### config.mk
export PLATFORM = sky130hd
export DESIGN_NAME = gip_boot_rom_arbiter_flat
export DESIGN_NICKNAME = d
export VERILOG_FILES = /design/src/rtl/gip_boot_rom_arbiter_pkg.sv /design/src/rtl/gip_boot_rom_arbiter_if.sv /design/src/rtl/gip_boot_rom_arbiter_rr_arbiter_2.sv /design/src/rtl/gip_boot_rom_arbiter.sv /design/src/flat_wrapper.sv
export SDC_FILE = /design/constraint.sdc
export NUM_CORES = 1
export LEC_CHECK = 0
export BUFFER_PORTS_ARGS = -buffer_cell sky130_fd_sc_hd__buf_2
export CORE_UTILIZATION = 39
export DETAILED_ROUTE_END_ITERATION = 16
export GPL_ROUTABILITY_DRIVEN = 0
export PLACE_DENSITY = 0.86
export SLEW_MARGIN = 30
export SYNTH_ARGS = -nofsm -noshare
export SYNTH_HDL_FRONTEND = slang
export SYNTH_SLANG_ARGS = --single-unit
### constraint.sdc
create_clock -name rom_clock -period 1 [get_ports rom_clock]
set_input_delay 0.1 -clock rom_clock [delete_from_list [all_inputs] [get_ports rom_clock]]
set_output_delay 0.1 -clock rom_clock [all_outputs]
set_load 0.02 [all_outputs]
### src/rtl/gip_boot_rom_arbiter_pkg.sv
// -----------------------------------------------------------------------------
// gip_boot_rom_arb_pkg
//
// Purpose : Shared types and constants for the GIP boot ROM arbiter.
//           - owner_t identifies which requester a ROM read belongs to.
//           - BOOT_ROM_ARB_LATENCY is the ack-to-data_valid latency in cycles.
//           - grant_owner() maps a granted port to its owner tag.
// Ports   : none (package).
// -----------------------------------------------------------------------------
package gip_boot_rom_arb_pkg;

   localparam int BOOT_ROM_ADDR_W      = 12;
   localparam int BOOT_ROM_DATA_W      = 32;
   localparam int BOOT_ROM_ARB_LATENCY = 3;
   localparam int NUM_PORTS            = 2;

   typedef enum logic {
      OWNER_FETCH = 1'b0,
      OWNER_DATA  = 1'b1
   } owner_t;

   function automatic owner_t grant_owner(input logic data_granted);
      return data_granted ? OWNER_DATA : OWNER_FETCH;
   endfunction

endpackage

### src/rtl/gip_boot_rom_arbiter_if.sv
// -----------------------------------------------------------------------------
// gip_boot_rom_arbiter_if
//
// Purpose : Bundles the requester-side handshakes (fetch and data ports) and
//           the ROM-side signals of the boot ROM arbiter.
// Modports:
//   slave  - the arbiter: takes req/address/rom_read_data, drives acks,
//            data valids, read_data, rom_address, rom_read.
//   master - the environment (front ends plus ROM): the mirror image.
// Signals :
//   fetch_req/fetch_address/fetch_ack/fetch_data_valid  fetch port
//   data_req/data_address/data_ack/data_data_valid      data port
//   read_data                                           shared returned word
//   rom_address/rom_read/rom_read_data                  boot ROM side
// -----------------------------------------------------------------------------
interface gip_boot_rom_arbiter_if
   import gip_boot_rom_arb_pkg::*;
#(
   parameter int ADDR_W = BOOT_ROM_ADDR_W,
   parameter int DATA_W = BOOT_ROM_DATA_W
);

   logic              fetch_req;
   logic [ADDR_W-1:0] fetch_address;
   logic              fetch_ack;
   logic              fetch_data_valid;

   logic              data_req;
   logic [ADDR_W-1:0] data_address;
   logic              data_ack;
   logic              data_data_valid;

   logic [DATA_W-1:0] read_data;

   logic [ADDR_W-1:0] rom_address;
   logic              rom_read;
   logic [DATA_W-1:0] rom_read_data;

   modport slave (
      input  fetch_req, fetch_address, data_req, data_address, rom_read_data,
      output fetch_ack, fetch_data_valid, data_ack, data_data_valid,
             read_data, rom_address, rom_read
   );

   modport master (
      output fetch_req, fetch_address, data_req, data_address, rom_read_data,
      input  fetch_ack, fetch_data_valid, data_ack, data_data_valid,
             read_data, rom_address, rom_read
   );

endinterface

### src/rtl/gip_boot_rom_arbiter_rr_arbiter_2.sv
// -----------------------------------------------------------------------------
// gip_rr_arbiter_2
//
// Purpose : Two-input grant logic for the boot ROM arbiter.
//           Macro BOOT_ROM_ARB_ROUND_ROBIN_EN:
//             defined   - two-way round robin. On contention the port named by
//                         the priority pointer wins; after any grant the
//                         pointer moves to the other port. Pointer resets to
//                         the fetch port.
//             undefined - fixed priority, data port always wins; no pointer
//                         state exists, so clk/rst ports are not present.
// Ports   :
//   clk, rst      clock and asynchronous active-high reset (round robin only)
//   req_fetch     fetch port request
//   req_data      data port request
//   grant_fetch   fetch port wins this cycle (combinational)
//   grant_data    data port wins this cycle (combinational)
// -----------------------------------------------------------------------------
module gip_rr_arbiter_2
   import gip_boot_rom_arb_pkg::*;
(
`ifdef BOOT_ROM_ARB_ROUND_ROBIN_EN
   input  logic clk,
   input  logic rst,
`endif
   input  logic req_fetch,
   input  logic req_data,
   output logic grant_fetch,
   output logic grant_data
);

`ifdef BOOT_ROM_ARB_ROUND_ROBIN_EN

   // Port that wins when both request in the same cycle.
   owner_t prio_reg;

   assign grant_fetch = req_fetch & (~req_data  | (prio_reg == OWNER_FETCH));
   assign grant_data  = req_data  & (~req_fetch | (prio_reg == OWNER_DATA));

   // The pointer flips on every grant, contended or not, so a port that just
   // won always yields the next contended cycle.
   always_ff @(posedge clk or posedge rst) begin
      if (rst) begin
         prio_reg <= OWNER_FETCH;
      end else if (grant_fetch) begin
         prio_reg <= OWNER_DATA;
      end else if (grant_data) begin
         prio_reg <= OWNER_FETCH;
      end
   end

`else

   assign grant_data  = req_data;
   assign grant_fetch = req_fetch & ~req_data;

`endif

endmodule

### src/rtl/gip_boot_rom_arbiter.sv
// -----------------------------------------------------------------------------
// gip_boot_rom_arbiter
//
// Purpose : Shares the single-ported GIP boot ROM between the instruction-fetch
//           port and the data-read port. One read can be issued per cycle;
//           each read returns exactly BOOT_ROM_ARB_LATENCY cycles after its
//           ack, in issue order, tagged with the owning port's data_valid.
//           Arbitration policy selected by macro BOOT_ROM_ARB_ROUND_ROBIN_EN
//           (defined: round robin, undefined: data port fixed priority).
// Ports   :
//   rom_clock  sole clock, all state on rising edge
//   rom_reset  asynchronous active-high reset; discards in-flight reads and
//              forces both acks low while asserted
//   bus        gip_boot_rom_arbiter_if.slave
//                fetch_req/fetch_address -> fetch_ack (comb), fetch_data_valid
//                data_req/data_address   -> data_ack (comb), data_data_valid
//                read_data               registered word for the owning port
//                rom_address/rom_read    registered ROM command
//                rom_read_data           ROM output, valid cycle after rom_read
// -----------------------------------------------------------------------------
module gip_boot_rom_arbiter
   import gip_boot_rom_arb_pkg::*;
#(
   parameter int ADDR_W = BOOT_ROM_ADDR_W,
   parameter int DATA_W = BOOT_ROM_DATA_W
) (
   input logic                   rom_clock,
   input logic                   rom_reset,
   gip_boot_rom_arbiter_if.slave bus
);

   // Stages between ack and the output register: stage 0 is the ROM command
   // register, the last stage lines up with rom_read_data.
   localparam int PIPE_D = BOOT_ROM_ARB_LATENCY - 1;

   logic                 grant_fetch;
   logic                 grant_data;
   logic                 fetch_ack;
   logic                 data_ack;
   logic                 any_ack;
   owner_t               owner_next;
   logic [ADDR_W-1:0]    rom_address_next;
   logic [ADDR_W-1:0]    rom_address_reg;
   logic [PIPE_D-1:0]    valid_pipe_reg;
   owner_t               owner_pipe_reg [PIPE_D];
   logic [DATA_W-1:0]    read_data_reg;
   logic [NUM_PORTS-1:0] port_valid_next;
   logic [NUM_PORTS-1:0] port_valid_reg;

   gip_rr_arbiter_2 u_arb (
`ifdef BOOT_ROM_ARB_ROUND_ROBIN_EN
      .clk         (rom_clock),
      .rst         (rom_reset),
`endif
      .req_fetch   (bus.fetch_req),
      .req_data    (bus.data_req),
      .grant_fetch (grant_fetch),
      .grant_data  (grant_data)
   );

   // Acks are combinational from the requests; reset masks them so nothing
   // is accepted while the pipeline is being cleared.
   assign fetch_ack        = grant_fetch & ~rom_reset;
   assign data_ack         = grant_data  & ~rom_reset;
   assign any_ack          = fetch_ack | data_ack;
   assign owner_next       = grant_owner(data_ack);
   assign rom_address_next = data_ack ? bus.data_address : bus.fetch_address;

   // ROM command register plus the owner/valid tag pipeline.
   always_ff @(posedge rom_clock or posedge rom_reset) begin
      if (rom_reset) begin
         valid_pipe_reg  <= '0;
         rom_address_reg <= '0;
         for (int i = 0; i < PIPE_D; i++) begin
            owner_pipe_reg[i] <= OWNER_FETCH;
         end
      end else begin
         valid_pipe_reg    <= {valid_pipe_reg[PIPE_D-2:0], any_ack};
         owner_pipe_reg[0] <= owner_next;
         for (int i = 1; i < PIPE_D; i++) begin
            owner_pipe_reg[i] <= owner_pipe_reg[i-1];
         end
         // Address holds its last value on idle cycles.
         if (any_ack) begin
            rom_address_reg <= rom_address_next;
         end
      end
   end

   // Decode the aligned owner tag into one valid strobe per port.
   generate
      for (genvar gi = 0; gi < NUM_PORTS; gi++) begin : g_port_valid
         assign port_valid_next[gi] = valid_pipe_reg[PIPE_D-1] &
                                      (owner_pipe_reg[PIPE_D-1] == owner_t'(1'(gi)));
      end
   endgenerate

   // Output register: read_data only moves when a read actually returns.
   always_ff @(posedge rom_clock or posedge rom_reset) begin
      if (rom_reset) begin
         read_data_reg  <= '0;
         port_valid_reg <= '0;
      end else begin
         port_valid_reg <= port_valid_next;
         if (valid_pipe_reg[PIPE_D-1]) begin
            read_data_reg <= bus.rom_read_data;
         end
      end
   end

   assign bus.fetch_ack        = fetch_ack;
   assign bus.data_ack         = data_ack;
   assign bus.rom_read         = valid_pipe_reg[0];
   assign bus.rom_address      = rom_address_reg;
   assign bus.read_data        = read_data_reg;
   assign bus.fetch_data_valid = port_valid_reg[OWNER_FETCH];
   assign bus.data_data_valid  = port_valid_reg[OWNER_DATA];

endmodule

### src/flat_wrapper.sv
// flat-port wrapper written by rule: the top's interface ports become plain ports
module gip_boot_rom_arbiter_flat import gip_boot_rom_arb_pkg::*;
#(
   parameter int ADDR_W = BOOT_ROM_ADDR_W,
   parameter int DATA_W = BOOT_ROM_DATA_W
)
  (rom_clock, rom_reset, bus_fetch_req, bus_fetch_address, bus_data_req, bus_data_address, bus_rom_read_data, bus_fetch_ack, bus_fetch_data_valid, bus_data_ack, bus_data_data_valid, bus_read_data, bus_rom_address, bus_rom_read);
  gip_boot_rom_arbiter_if #(.ADDR_W(ADDR_W), .DATA_W(DATA_W)) bus_i ();
  input logic rom_clock;
  input logic rom_reset;
  input wire logic [$bits(bus_i.fetch_req)-1:0] bus_fetch_req;
  input wire logic [$bits(bus_i.fetch_address)-1:0] bus_fetch_address;
  input wire logic [$bits(bus_i.data_req)-1:0] bus_data_req;
  input wire logic [$bits(bus_i.data_address)-1:0] bus_data_address;
  input wire logic [$bits(bus_i.rom_read_data)-1:0] bus_rom_read_data;
  output wire logic [$bits(bus_i.fetch_ack)-1:0] bus_fetch_ack;
  output wire logic [$bits(bus_i.fetch_data_valid)-1:0] bus_fetch_data_valid;
  output wire logic [$bits(bus_i.data_ack)-1:0] bus_data_ack;
  output wire logic [$bits(bus_i.data_data_valid)-1:0] bus_data_data_valid;
  output wire logic [$bits(bus_i.read_data)-1:0] bus_read_data;
  output wire logic [$bits(bus_i.rom_address)-1:0] bus_rom_address;
  output wire logic [$bits(bus_i.rom_read)-1:0] bus_rom_read;
  assign bus_i.fetch_req = bus_fetch_req;
  assign bus_i.fetch_address = bus_fetch_address;
  assign bus_i.data_req = bus_data_req;
  assign bus_i.data_address = bus_data_address;
  assign bus_i.rom_read_data = bus_rom_read_data;
  assign bus_fetch_ack = bus_i.fetch_ack;
  assign bus_fetch_data_valid = bus_i.fetch_data_valid;
  assign bus_data_ack = bus_i.data_ack;
  assign bus_data_data_valid = bus_i.data_data_valid;
  assign bus_read_data = bus_i.read_data;
  assign bus_rom_address = bus_i.rom_address;
  assign bus_rom_read = bus_i.rom_read;
  gip_boot_rom_arbiter #(.ADDR_W(ADDR_W), .DATA_W(DATA_W)) u_core (.rom_clock(rom_clock), .rom_reset(rom_reset), .bus(bus_i));
endmodule
# --- Word level (Yosys, flattened, before mapping) ---
# Cells that the tools add are included.
word_totals:
  register_bits: 50
  in_bits: 60
  out_inout_bits: 49
  wordCells: 17
op_classes:
  mux: 2
  bitwise: 9
ops:
  columns: ["op", "n"]
  rows:
  - ["$mux 12", 1]
  - ["$and 1x1->1", 5]
  - ["$not 1->1", 3]
  - ["$mux 1", 1]
  - ["$or 1x1->1", 1]

# --- Longest topological paths before layout ---
depth:
  word_depth: 4
  depth_mapped: 4

# --- Modules after synthesis ---
# A second synthesis with hierarchy kept.
hier_totals:
  hier_cells: 138
  area_unflattened_um2: 1980.6
by_module_without_submodules:
  columns: ["mod", "n_inst", "cells_per_inst", "area_per_inst_um2", "seq_area_each_um2"]
  rows:
  - ["gip_boot_rom_arbiter", 1, 136, 1959.4, 1251.2]
  - ["gip_rr_arbiter_2", 1, 2, 21.3, 0.0]

# --- Worst setup path before layout ---
# OpenSTA, ideal clock, no wires.
synth_path:
  path_type: "in2reg"
  start: "input port rom_reset"
  end: "register u_core.rom_address_reg[0] (netlist: u_core.bus.rom_address[0])"
  setup_ps: 74
  arrival_time_ps: 1202
  required_ps: 926
  slack_ps: -276
  cell_stages: 4
  n_path_buf: 1
  path_cell_list: "inv_2 -> buf_2 -> o22ai_1 -> nor2_1"
synth_via:
  elab_chain_len: 3
synth_rtl:
  columns: ["element", "line_no", "rtl"]
  rows:
  - ["from (decl)", "flat_wrapper.sv:10", "input logic rom_reset;"]
  - ["$not 1->1 *", "gip_boot_rom_arbiter.sv:63, gip_boot_rom_arbiter.sv:64", null]
  - ["$and 1x1->1 (on tied branches)", "gip_boot_rom_arbiter.sv:64, gip_boot_rom_arbiter.sv:63", null]
  - ["$mux 12 or $or 1x1->1 (tied branches)", "gip_boot_rom_arbiter.sv:67, gip_boot_rom_arbiter.sv:65", null]
  - ["to (signal assigned)", "gip_boot_rom_arbiter.sv:85", "rom_address_reg <= rom_address_next;"]
  - ["to (decl)", "gip_boot_rom_arbiter.sv:43", "logic [ADDR_W-1:0] rom_address_reg;"]
# Every way passes the cells marked *; elsewhere a longest branch is shown, timed or not.
# A chain may end at the register's enable or synchronous reset.

# --- Final worst setup path ---
layout_path:
  start: "register u_core.valid_pipe_reg[1]"
  end: "register u_core.read_data_reg[10] (netlist: u_core.bus.read_data[10])"
layout_lines:
  columns: ["element", "line_no", "rtl"]
  rows:
  - ["from (decl)", "gip_boot_rom_arbiter.sv:44", "logic [PIPE_D-1:0] valid_pipe_reg;"]
  - ["from (signal assigned)", "gip_boot_rom_arbiter.sv:78", "valid_pipe_reg <= {valid_pipe_reg[PIPE_D-2:0], any_ack};"]
  - ["to (signal assigned)", "gip_boot_rom_arbiter.sv:106", "read_data_reg <= bus.rom_read_data;"]
  - ["to (decl)", "gip_boot_rom_arbiter.sv:46", "logic [DATA_W-1:0] read_data_reg;"]
# No word-level cell between the ends.

==> impl_metrics.sql <==
INSERT INTO impl_metrics (metric_group, metric, value, unit) VALUES
('critical_path', 'critical_path_required', '1.18', 'ns'),
('global_route', 'maximum_number_of_pins_on_one_net_before_global_route_repair', '28', ''),
('job', 'maximum_capacitance_violations', '0', ''),
('run_status', 'run_status', 'finished with violations', ''),
('critical_path', 'critical_path_arrival', '1.24', 'ns'),
('floorplan', 'area_of_the_core_region', '4786', 'µm²'),
('clocking', 'clk_pin_slew_worst_paths', '0.09', 'ns'),
('sta', 'unrepaired_setup_endpoints_after_global_routing', 'true', ''),
('critical_path', 'r2r-end', 'u_core.bus.read_data[10]', ''),
('clocking', 'tritoncts', 'done', ''),
('power_and_ir_drop', 'worst_ir_drop_vdd', '0.9214', 'mV'),
('sta', 'clock_skew', '0.008235', 'ns'),
('power_and_ir_drop', 'pwr-share-comb', '0.248', ''),
('layout', 'area_delta_synth_final', '42.52', '%'),
('sta', 'tns', '-1.119', 'ns'),
('power_and_ir_drop', 'leakagePower', '1.389', 'nW'),
('clocking', 'cts_inserted_buffers', '5', ''),
('global_route', 'global_route.overflow_total', '0', ''),
('min_path', 'hold_end', 'u_core.bus.read_data[15]', ''),
('layout', 'finalInstanceArea', '2801', 'µm²'),
('critical_path', 'timing.critical_path.fanout_max', '17', ''),
('layout', 'layout_commonest_cell', 'buf_2', ''),
('floorplan', 'die-area', '5328', 'µm²'),
('layout', 'filler_cell_count', '419', ''),
('sta', 'smallest_setup_slack_after_layout', '-0.06626', 'ns'),
('yosys', 'yosysWarningCount', '0', ''),
('sta', 'hold_viol_final', '0', ''),
('sta', 'worstMarginPinSlew', '0.4745', 'ns'),
('layout', 'largest_reg_flops', '32', ''),
('detailed_routing', 'wl', '4.429', 'mm'),
('detailed_routing', 'drtAntennaViolNets', '0', ''),
('min_path', 'hold_path_class', 'input pin to flip-flop', ''),
('clocking', 'cts-root-buf', 'clkbuf_8', ''),
('global_route', 'antenna_found_initial', '0', ''),
('critical_path', 'rr_startpoint', 'u_core.valid_pipe_reg[1]', ''),
('global_route', 'globalRouteTotalUtil', '0.1684', ''),
('clocking', 'clock_tree.buffer_depth', '2', ''),
('floorplan', 'dieWidth', '73.00', 'µm'),
('critical_path', 'critical_path.endpoint_type', 'flip-flop', ''),
('power_and_ir_drop', 'power.share.sequential', '0.495', ''),
('sta', 'final-setup-viol-count', '32', ''),
('power_and_ir_drop', 'power_frac_clock', '0.258', ''),
('critical_path', 'worstSetupPathType', 'flip-flop to flip-flop', ''),
('detailed_routing', 'wl_per_cell', '13.63', 'µm'),
('clocking', 'cts_num_sinks', '50', ''),
('clocking', 'htreeDepth', '2', ''),
('yosys', 'synth_cell_type_count', '18', ''),
('power_and_ir_drop', 'internal-power', '0.003442', 'W'),
('yosys', 'netlist.area_leader.share', '0.6365', ''),
('yosys', 'netlist_instances', '138', ''),
('critical_path', 'reg2reg_depth', '2', ''),
('power_and_ir_drop', 'swShare', '0.2953', ''),
('run_status', 'violations_in_the_final_reports', 'negative setup slack', ''),
('sta', 'fin_crit_sh', '1.066', ''),
('power_and_ir_drop', 'power_per_cell_area', '1743', 'nW/µm²'),
('layout', 'drive_above_1_share', '0.5504', ''),
('placement', 'dp_hpwl', '3.158', 'mm'),
('layout', 'nets', '317', ''),
('critical_path', 'ff2ff_setup_slack', '-0.07', 'ns'),
('sta', 'max-slew-margin-rel', '0.6837', ''),
('layout', 'final_cells', '325', ''),
('yosys', 'synth_nets', '198', ''),
('global_route', 'via_count_of_the_first_global_routing_pass', '1577', ''),
('detailed_routing', 'detailed_routing_iteration_count_for_the_pre_antenna_repair_pass', '4', ''),
('yosys', 'netlist_top_cells_area', 'dfrtp_1 64%, mux2_1 16%, o32ai_1 4.9%, o22ai_1 3.5%, nor2_1 2.5%', ''),
('min_path', 'hold-path-cell-count', '2', ''),
('detailed_routing', 'via_count', '1596', ''),
('layout', 'diodes', '0', ''),
('yosys', 'synth.yosys.seq_area_share', '0.6365', ''),
('detailed_routing', 'remaining_drc_errors', '0', ''),
('layout', 'final_util', '0.5854', '');
-- power by group through the flow --
stage / clock (W) / sequential (W) / combinational [W]
final: 0.00126 / 0.00242 / 0.00121
after global routing: 0.00139 / 0.00244 / 0.00130
after floorplan: 0 / 0.00276 / 0.000363
after global placement: 0 / 0.00244 / 0.00112
after CTS: 0.00131 / 0.00242 / 0.00116
after detailed placement: 0 / 0.00245 / 0.00115
-- kinds of logic after synthesis --
kind of cell,after synthesis,share of synthesized area
compound gates,23,0.08657
mux,32,0.1833
flops,50,0.6365
simple gates,22,0.05220
buf+inv,11,0.04137
-- through the flow --
step | setup slack (ns) | total power (W)
floorplan | -0.03343 | 0.003124
global placement | -0.04601 | 0.003559
detailed placement | -0.1256 | 0.003602
CTS | -0.08620 | 0.004882
global route | -0.08514 | 0.005136
finish | -0.06626 | 0.004884
-- how the worst max path moves through the flow --
stage,start,depth (start not counted),to
after floorplan,u_core.valid_pipe_reg[1],3,u_core.bus.read_data[10]
after global placement,u_core.valid_pipe_reg[1],2,u_core.bus.read_data[28]
after detailed placement,rom_reset,4,u_core.bus.rom_address[3]
after CTS,u_core.valid_pipe_reg[1],2,u_core.bus.read_data[31]
after global routing,u_core.valid_pipe_reg[1],2,u_core.bus.read_data[10]
final,u_core.valid_pipe_reg[1],2,u_core.bus.read_data[10]
-- per-layer routing --
metal	track usage	wire length, µm	vias to the layer above
met4	0.08061	60	0
met1	0.1915	1826	784
met5	0	0	-
li1	-	-	738
met3	0.03729	234	8
met2	0.2984	2307	66
-- cell usage after synthesis --
cell type and number:
nor3_1 2, nor2_1 13, buf_6 4, nor2b_1 1, buf_4 2, nand2b_1 3
or2_1 1, o32ai_1 11, mux2_1 28, and2_1 2, dfrtp_1 50, inv_2 1
mux2_2 4, inv_1 1, buf_1 1, buf_2 2, a21oi_1 1, o22ai_1 11
-- layout make-up --
class,count,area [µm²],area share
Inverter,2,7.507,0.002680
Tap cell,67,83.83,0.02992
Multi-Input combinational cell,77,671.9,0.2398
Timing Repair Buffer,121,680.7,0.2430
Clock inverter,1,8.758,0.003126
Clock buffer,7,96.34,0.03439
Sequential cell,50,1252,0.4471
-- critical path: stages, from the launching register on --
cell and delay (ns):
dfrtp_2 0.45, buf_12 0.17, mux2_1 0.33
-- repair_timing --
item                                    4_1_cts  5_1_grt
hold buffers                                  1        0
cloned                                        0        0
gates resized for setup                       3        9
setup buffers                                 0        3
endpoints found under the setup margin       34       36
hold endpoints to repair                      5        0
(Power assumes the default switching activity.)
